--- config.mk ---
export PLATFORM = sky130hd
export DESIGN_NAME = fetch_unit
export DESIGN_NICKNAME = d
export VERILOG_FILES = /design/src/rtl/fetch_unit.sv
export SDC_FILE = /design/constraint.sdc
export NUM_CORES = 1
export LEC_CHECK = 0
export ABC_AREA = 1
export CORE_MARGIN = 2
export CORE_UTILIZATION = 35
export DETAILED_ROUTE_END_ITERATION = 7
export GPL_TIMING_DRIVEN = 0
export PLACE_DENSITY = 0.76
export SLEW_MARGIN = 10
export SYNTH_ARGS = -nofsm -noshare
export SYNTH_HDL_FRONTEND = slang
export SYNTH_SLANG_ARGS = --single-unit
--- constraint.sdc ---
create_clock -name Clk -period 1.3 [get_ports Clk]
set_clock_uncertainty 0.05 [all_clocks]
set_input_delay 0.26 -clock Clk [delete_from_list [all_inputs] [get_ports Clk]]
set_output_delay 0.26 -clock Clk [all_outputs]
set_load 0.005 [all_outputs]
--- src/rtl/fetch_unit.sv ---
// Program counter and fetch sequencer: IDLE -> RUN -> HALTED, driving the instruction ROM address.
// Optional performance counters are enabled with FETCH_PERF_CNT_EN.
module fetch_unit #(
  parameter int unsigned PC_W     = 10,
  parameter int unsigned RESET_PC = 0,
  parameter int unsigned PROG_END = 1023
) (
  input  logic            Clk,
  input  logic            Reset_n,
  input  logic            Start,
  input  logic [PC_W-1:0] StartAddr,
  input  logic            Branch_en,
  input  logic [PC_W-1:0] Target,
  input  logic            Halt,
  output logic [PC_W-1:0] ProgCtr,
  output logic            Running,
  output logic            Done,
  output logic [15:0]     InstrCount,
  output logic [15:0]     BranchCount
);

  localparam logic [PC_W-1:0] RST_PC = PC_W'(RESET_PC);
  localparam logic [PC_W-1:0] END_PC = PC_W'(PROG_END);

  typedef enum logic [1:0] {
    ST_IDLE   = 2'd0,
    ST_RUN    = 2'd1,
    ST_HALTED = 2'd2
  } state_e;

  state_e          state_q, state_d;
  logic [PC_W-1:0] pc_q, pc_d;
  logic            running_q, running_d;
  logic            done_q, done_d;

  // Next-state and PC sequencing; halt beats branch beats end-of-program.
  always_comb begin
    state_d = state_q;
    pc_d    = pc_q;
    case (state_q)
      ST_IDLE, ST_HALTED: begin
        if (Start) begin
          pc_d    = StartAddr;
          state_d = ST_RUN;
        end
      end
      ST_RUN: begin
        if (Halt) begin
          state_d = ST_HALTED;
        end else if (Branch_en) begin
          pc_d = Target;
        end else if (pc_q == END_PC) begin
          state_d = ST_HALTED;
        end else begin
          pc_d = pc_q + PC_W'(1);
        end
      end
      default: state_d = ST_IDLE;
    endcase
    running_d = (state_d == ST_RUN);
    done_d    = (state_d == ST_HALTED);
  end

  always_ff @(posedge Clk or negedge Reset_n) begin
    if (!Reset_n) begin
      state_q   <= ST_IDLE;
      pc_q      <= RST_PC;
      running_q <= 1'b0;
      done_q    <= 1'b0;
    end else begin
      state_q   <= state_d;
      pc_q      <= pc_d;
      running_q <= running_d;
      done_q    <= done_d;
    end
  end

  assign ProgCtr = pc_q;
  assign Running = running_q;
  assign Done    = done_q;

`ifdef FETCH_PERF_CNT_EN
  logic [15:0] instr_cnt_q, instr_cnt_d;
  logic [15:0] branch_cnt_q, branch_cnt_d;
  logic        start_acc, run_edge, br_taken;

  // Saturating counters; an accepted Start clears them ahead of any increment.
  always_comb begin
    run_edge     = (state_q == ST_RUN);
    br_taken     = run_edge && !Halt && Branch_en;
    start_acc    = !run_edge && Start;
    instr_cnt_d  = instr_cnt_q;
    branch_cnt_d = branch_cnt_q;
    if (start_acc) begin
      instr_cnt_d  = 16'd0;
      branch_cnt_d = 16'd0;
    end else begin
      if (run_edge && (instr_cnt_q != 16'hFFFF)) instr_cnt_d = instr_cnt_q + 16'd1;
      if (br_taken && (branch_cnt_q != 16'hFFFF)) branch_cnt_d = branch_cnt_q + 16'd1;
    end
  end

  always_ff @(posedge Clk or negedge Reset_n) begin
    if (!Reset_n) begin
      instr_cnt_q  <= 16'd0;
      branch_cnt_q <= 16'd0;
    end else begin
      instr_cnt_q  <= instr_cnt_d;
      branch_cnt_q <= branch_cnt_d;
    end
  end

  assign InstrCount  = instr_cnt_q;
  assign BranchCount = branch_cnt_q;
`else
  assign InstrCount  = 16'd0;
  assign BranchCount = 16'd0;
`endif

endmodule

* After elaboration in Yosys (flattened, before gate mapping)
Cells that the tools add are included.
Widths: inputs -> output; s select.
** Word-level totals
- Register bits after elaboration :: 14
- Logic and storage cells :: 27
** Cells by class
- $add $sub $neg :: 1
- Equal/unequal tests :: 8
- Mux-type cells :: 10
- Reductions and logical operators :: 4
** Operator list (number)
- $mux 10 :: 4
- $pmux 10 s2 :: 1
- $add 10x1->10 const B :: 1
- $eq 10x10->1 const B :: 1
- $mux 2 :: 4
- $eq 2x1->1 const B :: 2
- $eq 2x2->1 const B :: 2
- $ne 2x2->1 const B :: 2
- $pmux 2 s2 :: 1
- $reduce_and 4->1 :: 1
- $ne 3x3->1 const B :: 1
- $logic_not 2->1 :: 1
- $reduce_bool 2->1 :: 1
- $reduce_or 2->1 :: 1

* Depth between registers and ports, before layout
Gate-level depths: netlist of the first run.
- Depth after elaboration :: 6
- Gate-level depth with buffers :: 10
- Depth with buffers taken out :: 10

* Worst setup path after synthesis of the first run
No wires, ideal clock.
- Kind :: reg2reg
- Start :: register pc_q[0], in the netlist ProgCtr[0]
- End :: register pc_q[5], in the netlist ProgCtr[5]
- Arrival time :: 1.336 ns
- Path slack :: -0.203 ns
- Cell stages (with the launch flop) :: 10
- Buffers on the path :: 1
- Clock period less this slack :: 1.503 ns
- Path through :: dfrtp_1 ha_1 nand2_1 nor2_4 nand4_2 nand3_4 nand2_4 buf_6 nand2_1 nand2_1
** On the way
- Word-level cells in the longest chain between the ends :: 5
- Elaborated cells between the ends (all ways) :: 8
- Classes of those cells :: add/sub: 1; eq/ne: 2; mux: 4; reduce/logical: 1
** Ends and longest elaborated chain
- start, declared :: RTL line 32 : logic [PC_W-1:0] pc_q, pc_d;
- start signal, assigned :: RTL line 72 : pc_q <= pc_d;
- $add 10x1->10 :: RTL line 55 : pc_d = pc_q + PC_W'(1);
- $mux 10 :: RTL line 52 : end else if (pc_q == END_PC) begin
- $mux 10 :: RTL line 50 : end else if (Branch_en) begin
- $mux 10 :: RTL line 48 : if (Halt) begin
- $pmux 10 s2 :: RTL line 40 : case (state_q)
Parallel ways exist; a longest one is shown, timed or not. The select of a mux whose other input is x is not followed.
A chain may end at the register's enable or synchronous reset.

* Worst setup path in the final report of the first run
- Start :: register pc_q[1], in the netlist ProgCtr[1]
- End :: output ProgCtr[1]
** RTL lines
- end, declared :: RTL line 15 : output logic [PC_W-1:0] ProgCtr,
No word-level cell between the ends.

==> metrics.md, run 1 <==
| Metric | Value |
|---|---|
| Commonest cells post-synth | `nand2_1 (58), buf_4 (32), nor2_1 (18)` |
| Tightest Pin Transition | `661.1 ps` |
| Run status | `finished with violations` |
| Worst setup EP type | `primary output` |
| Setup Viol. Count Final | `13` |
| WS Path Type | `reg -> out` |
| CTS tree | `yes` |
| Cell taking the most area after synthesis | `dfrtp_1` |
| CTS clk-pin slew, worst paths | `100 ps` |
| DIE HEIGHT | `63.40 um` |
| Post-Place Cell Area | `1780 um2` |
| Endpoints failing hold | `0` |
| MaxCap Viol Count | `0` |
| Reg2reg start | `ProgCtr[1]` |
| Static leakage | `around 1.1 nW` |
| Pre-CTS setup slack | `-645.3 ps` |
| Mapped cell area | `1235 um2` |
| Grt ovf | `0` |
| Final Critical Period | `around 1500 ps` |
| First-pass GRT wire length | `5589 um` |
| Effective utilization at floorplan | `a little under two fifths` |
| R2r setup slk | `-200 ps` |
| Clk sink count | `14` |
| TritonRoute pass-1 iters | `4` |
| Area Overhead vs Synth | `70.31%` |
| GP Congestion | `0.8706` |
| Final TNS setup | `-2310 ps` |
| DRT iter0 DRCs | `48` |
| Synth top area cells | `dfrtp_1 (28%), buf_4 (19%), nand2_1 (18%)` |
| Critical Path Fanout Max | `2` |
| Row count | `21` |
| CTS Buffer Depth | `2` |
| Final wirelength | `3738 um` |
| Final worst slack | `-208.4 ps` |
| Die Wd | `63.40 um` |
| Util after Layout | `62.54%` |
| Synth cell types | `25` |
| PortBufs | `36` |
| Final Max Slew Viols | `0` |
| Final Cycle Share | `116.0%` |
| H-tree level count | `1` |
| Mapped Avg Cell Area | `just under 7 um2` |
| N_diodes | `0` |
| Max Freq | `around 660 MHz` |
| Setup crit start kind | `flip-flop` |
| DR DRC count | `0` |
| Register area share after synthesis | `28.37%` |
| CP required | `990 ps` |
| Total power | `0.002956 W` |
| Number of synthesized register bits | `14` |
| Initial antenna violation count | `0` |
| Via Count | `1,416` |
| Antenna Nets Post-Route | `0` |
| Share of the synthesized area in the top cell type | `28.37%` |
| Number of global-route vias before repair | `1,303` |
| Fin area | `2103 um2` |
| Largest net degree at the start of global routing | `15` |
| Hold buffer count at cts | `0` |
| Max_slew headroom | `55.79%` |
| Post-DR wirelength/cell | `11.57 um` |
| Worst skew pair latency | `around 300 ps` |
| Data arrival time of the worst path | `1200 ps` |
| Most frequent cell after synthesis | `nand2_1` |
| Power per Cell Area | `approximately 1400 nW/um2` |
| Die Area | `about 4000 um2` |
| All-Layer GR Usage | `between 10% and 20%` |
| R2r worst-path depth | `9` |
| Hold crit path type | `in -> async` |
| Failing checks | `negative setup slack` |
| Reg-to-reg endpoint | `ProgCtr[9]` |
| Top-Level Pins | `69` |
| RSZ-0062 raised after global routing | `true` |
| Ys Warns | `0` |
| Via-per-instance ratio | `4.384` |
| Core area | `3363 um2` |
| CTS Buf Count | `3` |
| Maximum vdd drop | `roughly 0.00070 V` |
| Number of synthesized flops with an enable pin | `0` |
| HPWL after detailed placement | `around 2400 um` |
| Synthesized instance count | `182` |
| Async set-reset flop share out of synthesis | `100.0%` |
| Final #Nets | `304` |
| Most used DFF post-synth | `dfrtp_1` |
| Layout cells sized above 1 | `34.30%` |
| Clk root buf | `clkbuf_4` |
-- metrics by stage --
step,hold WS (ps),std cells
final,307.1,323
after global routing,369.9,323
after detailed placement,499.8,295
after global placement,490.4,295
after CTS,336.1,319
after floorplan,-85.59,213
-- how the worst max path moves through the flow --
stage	endpoint	startpoint	slack (ps)
5_1_grt	ProgCtr[9]	ProgCtr[1]	-270
3_3_place_gp	ProgCtr[7]	Branch_en	-630
6_report	ProgCtr[1]	ProgCtr[1]	-210
4_1_cts	ProgCtr[9]	ProgCtr[0]	-200
3_5_place_dp	ProgCtr[7]	Branch_en	-650
2_1_floorplan	ProgCtr[5]	ProgCtr[0]	-180
-- layer usage --
metal	global-route usage (%)	wire length, um	up-vias
li1	-	-	710
met2	32.11	1892	61
met3	4.821	313	11
met4	6.522	68	0
met1	19.11	1465	634
met5	0	0	-
-- critical path, stage by stage (launching register included) --
cell,delay (ps)
dfrtp_1,440
buf_6,150
buf_6,110
buf_6,110
buf_6,100
-- sequential cells by signal, indices dropped and copies added, names as in the netlist --
register	cells
Running	1
Done	1
ProgCtr	10
state_q	2
-- placed cells by master (no fill, tap or decap), drive strengths merged --
master         instances
a21oi                  3
buf                   59
clkbuf                 7
clkdlybuf4s15          3
clkdlybuf4s50         23
conb                  32
dfrtp                 14
dlygate4sd2            7
ha                     1
inv                   11
nand2                 59
nand3                 17
nand3b                 3
nand4                  3
nor2                  21
o211ai                 1
o21ai                 12
or2                    1
-- report_power, final --
part	internal (W)	leakage [nW]	switching [W]
sequential	0.000599	0.172	0.000118
clock	0.000171	0.0210	0.000164
combinational	0.000983	0.937	0.000920
-- area by class of cell --
class	count	area (um2)
tap	46	57.56
buffer	35	265.3
fill	327	1260
multi-input combinational	153	780.7
timing repair buffer	60	569.3
clock buffer	4	36.28
sequential	14	352.8
inverter	11	41.29
-- logic make-up after synthesis --
group                    after synthesis  share of synthesized area [%]
buffers and inverters                 46                          24.42
adder cells (fa/ha/maj)                1                          1.013
other                                  1                         0.3037
flip-flops                            14                          28.37
AO/OA/AOI/OAI                         16                          7.294
AND/OR/NAND/NOR                      104                          38.60
-- timing repair --
action / in CTS / in global routing
setup endpoints to repair: 26 / 19
gates resized for setup: 33 / 22
buffers inserted: 20 / 4
pin swaps: 6 / 5
gates cloned: 1 / 0
Note: power is estimated with default switching activity, not from simulation.
==> run 2, diff against run 1 <==
--- a/config.mk
+++ b/config.mk
@@ -7,10 +7,10 @@
 export LEC_CHECK = 0
 export ABC_AREA = 1
 export CORE_MARGIN = 2
-export CORE_UTILIZATION = 35
+export CORE_UTILIZATION = 39
 export DETAILED_ROUTE_END_ITERATION = 7
 export GPL_TIMING_DRIVEN = 0
-export PLACE_DENSITY = 0.76
+export PLACE_DENSITY = 0.8
 export SLEW_MARGIN = 10
 export SYNTH_ARGS = -nofsm -noshare
 export SYNTH_HDL_FRONTEND = slang
==> constraint.sdc (replaced) <==
create_clock -name Clk -period 1.7 [get_ports Clk]
set_clock_uncertainty 0.05 [all_clocks]
set_input_delay 0.34 -clock Clk [delete_from_list [all_inputs] [get_ports Clk]]
set_output_delay 0.34 -clock Clk [all_outputs]
set_load 0.005 [all_outputs]
==> metrics.md, run 2 (synthesis results as in run 1) <==
| Metric | Value |
|---|---|
| CP required | `1310 ps (was 990 ps)` |
| Hold buffer count at cts | `0 (unchanged)` |
| CTS tree | `yes (unchanged)` |
| Grt ovf | `0 (unchanged)` |
| Total power | `0.001964 W (was 0.002956 W)` |
| CTS Buffer Depth | `2 (unchanged)` |
| Largest register FFs | `10 (unchanged)` |
| Max Freq | `600.6 MHz` |
| Effective utilization at floorplan | `40.79% (was 36.72%)` |
| Die Area | `3632 um2 (was 4020 um2)` |
| Clk sink count | `14 (unchanged)` |
| Row count | `20 (was 21)` |
| Worst skew pair latency | `290 ps (was 300 ps)` |
| H-tree level count | `1 (unchanged)` |
| Largest net degree at the start of global routing | `15 (unchanged)` |
| CTS Buf Count | `3 (unchanged)` |
| Worst setup path end | `ProgCtr[1] (unchanged)` |
| Most frequent cells in the layout | `nand2_1 (57), buf_4 (43), clkdlybuf4s50_1 (33), conb_1 (32), nor2_1 (17) (was nand2_1 (50), buf_4 (48), conb_1 (32), clkdlybuf4s50_1 (23))` |
| Max_slew headroom | `55.04% (was 55.79%)` |
| R2r worst-path depth | `9 (unchanged)` |
| Final wirelength | `2959 um (was 3738 um)` |
| Run status | `complete, no violations (was finished with violations)` |
| Final Critical Period | `1665 ps` |
| Antenna Nets Post-Route | `0 (unchanged)` |
| Data arrival time of the worst path | `1280 ps (was 1200 ps)` |
| Setup Viol. Count Final | `0 (was 13)` |
| Core area | `3028 um2 (was 3363 um2)` |
| Reg2reg start | `ProgCtr[1] (unchanged)` |
| Reg-to-reg endpoint | `ProgCtr[5] (was ProgCtr[9])` |
| Final #Nets | `292 (was 304)` |
| HPWL after detailed placement | `2118 um (was 2393 um)` |
| Crit path launch | `ProgCtr[1] (unchanged)` |
| Static leakage | `1.059 nW (was 1.130 nW)` |
| WS Path Type | `reg -> out (unchanged)` |
| Most common cell after layout, fill and taps aside | `nand2_1 (unchanged)` |
| Post-Place Cell Area | `1767 um2 (was 1780 um2)` |
| Post-DR wirelength/cell | `9.576 um (was 11.57 um)` |
| WP depth | `4 (unchanged)` |
| Kind of cell adding the most delay to the critical path | `buffers and inverters (unchanged)` |
| Die Wd | `60.27 um (was 63.40 um)` |
| Power per Cell Area | `996.0 nW/um2 (was 1405 nW/um2)` |
| Final TNS setup | `0 ps (was -2310 ps)` |
| Top-Level Pins | `69 (unchanged)` |
| Tightest Pin Transition | `672.4 ps (was 661.1 ps)` |
| Clk root buf | `clkbuf_4 (unchanged)` |
| Fin area | `1972 um2 (was 2103 um2)` |
| DR DRC count | `0 (unchanged)` |
| N_diodes | `0 (unchanged)` |
| All-Layer GR Usage | `15.88% (was 17.56%)` |
| Final Max Slew Viols | `0 (unchanged)` |
| Most frequent CP cell | `buf_4 (was buf_6)` |
| CP max stage cell | `dfrtp_1 (unchanged)` |
| Number of global-route vias before repair | `991 (was 1,303)` |
| TritonRoute pass-1 iters | `4 (unchanged)` |
| PortBufs | `36 (unchanged)` |
| Via Count | `1,289 (was 1,416)` |
| Setup crit start kind | `flip-flop (unchanged)` |
| Worst Path Buf+Inv | `4 (unchanged)` |
| Hold crit path type | `in -> async (unchanged)` |
| First-pass GRT wire length | `4264 um (was 5589 um)` |
| Area Overhead vs Synth | `59.68% (was 70.31%)` |
| Initial antenna violation count | `0 (unchanged)` |
| Crit path cell chain | `buf_4 > buf_4 > buf_4 > dlymetal6s2s_1 (was buf_6 > buf_6 > buf_6 > buf_6)` |
| Maximum vdd drop | `0.0007176 V (was 0.0006989 V)` |
| Final Cycle Share | `97.94%` |
| Fillers | `247 (was 327)` |
| DIE HEIGHT | `60.27 um (was 63.40 um)` |
| MaxCap Viol Count | `0 (unchanged)` |
| DRT iter0 DRCs | `52 (was 48)` |
| Endpoints failing hold | `0 (unchanged)` |
| Critical Path Fanout Max | `3 (was 2)` |
| Via-per-instance ratio | `4.172 (was 4.384)` |
| Layout cells sized above 1 | `26.04% (was 34.30%)` |
| R2r setup slk | `60 ps (was -200 ps)` |
| CTS clk-pin slew, worst paths | `100 ps (about the same)` |
| Max incr delay on CP | `440 ps (about the same)` |
| GP Congestion | `0.8740 (was 0.8706)` |
| Worst setup EP type | `primary output (unchanged)` |
## run 2: changes by cell type in the layout (fill, tap and decap cells not counted), moves of 3 or more
cell / change
clkbuf_2: -3
buf_4: -5
nand2_1: +7
buf_6: -8
clkdlybuf4s50_1: +10
dlygate4sd2_1: -7
dlymetal6s2s_1: +3
clkdlybuf4s15_1: -3
nand2_2: -6
## run 2: metal layers
metal / routed length [um] / track usage [%] / vias to the layer above
met5: 0 / 0 / -
met4: 72 / 8.571 / 0
met3: 186 / 0.8658 / 8
met2: 1387 / 27.48 / 51
met1: 1313 / 19.53 / 544
li1: - / - / 686
## run 2: repair_timing
action	4_1_cts	5_1_grt
setup endpoints to repair	0	14
setup buffers	0	11
gates resized for setup	0	16
## run 2: worst register-to-register path: stages, from the launching register on
cell	delay (ps)
dfrtp_1	430
ha_4	170
nand2_4	60
nor2_4	170
nand4_4	110
nand3_4	160
nand2_8	90
clkbuf_16	180
nand2_1	60
nand2_1	40
## run 2: layout make-up
class / count / area [um2] / share of cell area [%]
Buffer: 35 / 264.0 / 13.39
Timing Repair Buffer: 48 / 475.5 / 24.11
Sequential cell: 14 / 355.3 / 18.02
Tap cell: 44 / 55.05 / 2.792
Multi-Input combinational cell: 153 / 744.5 / 37.75
Inverter: 11 / 41.29 / 2.094
Clock buffer: 4 / 36.28 / 1.840
## run 2: metrics by stage
step	hold slack, ps	util, %	std cells	setup WS [ps]
detailed placement	498.0	58.35	293	-283.1
global route	452.2	65.12	309	-0.03308
finish	396.4	65.12	309	34.98
CTS	406.2	59.55	297	3.116
floorplan	-5.591	-	213	196.7
global placement	489.2	58.35	293	-259.3
## run 2: how the worst min path moves through the flow
| stage | from | to | depth (start not counted) |
|---|---|---|---|
| 2_1_floorplan | Reset_n | Done | 0 |
| 3_3_place_gp | state_q[0] | Done | 3 |
| 3_5_place_dp | state_q[0] | Done | 3 |
| 4_1_cts | Reset_n | ProgCtr[2] | 1 |
| 5_1_grt | Reset_n | ProgCtr[6] | 1 |
| 6_report | Reset_n | ProgCtr[2] | 1 |
## run 2: power by group
group          total [W]  internal (W)  switching, W
clock network   0.000250      0.000130      0.000120
logic            0.00109      0.000602      0.000485
registers       0.000627      0.000463      0.000164
total            0.00196       0.00120      0.000769
==> run 3, diff against run 2 <==
--- a/config.mk
+++ b/config.mk
@@ -8,6 +8,7 @@
 export ABC_AREA = 1
 export CORE_MARGIN = 2
 export CORE_UTILIZATION = 39
+export CTS_CLUSTER_SIZE = 20
 export DETAILED_ROUTE_END_ITERATION = 7
 export GPL_TIMING_DRIVEN = 0
 export PLACE_DENSITY = 0.8
==> results of run 3 <==
No change in the layout: final DEF, timing and power equal those of run 2.
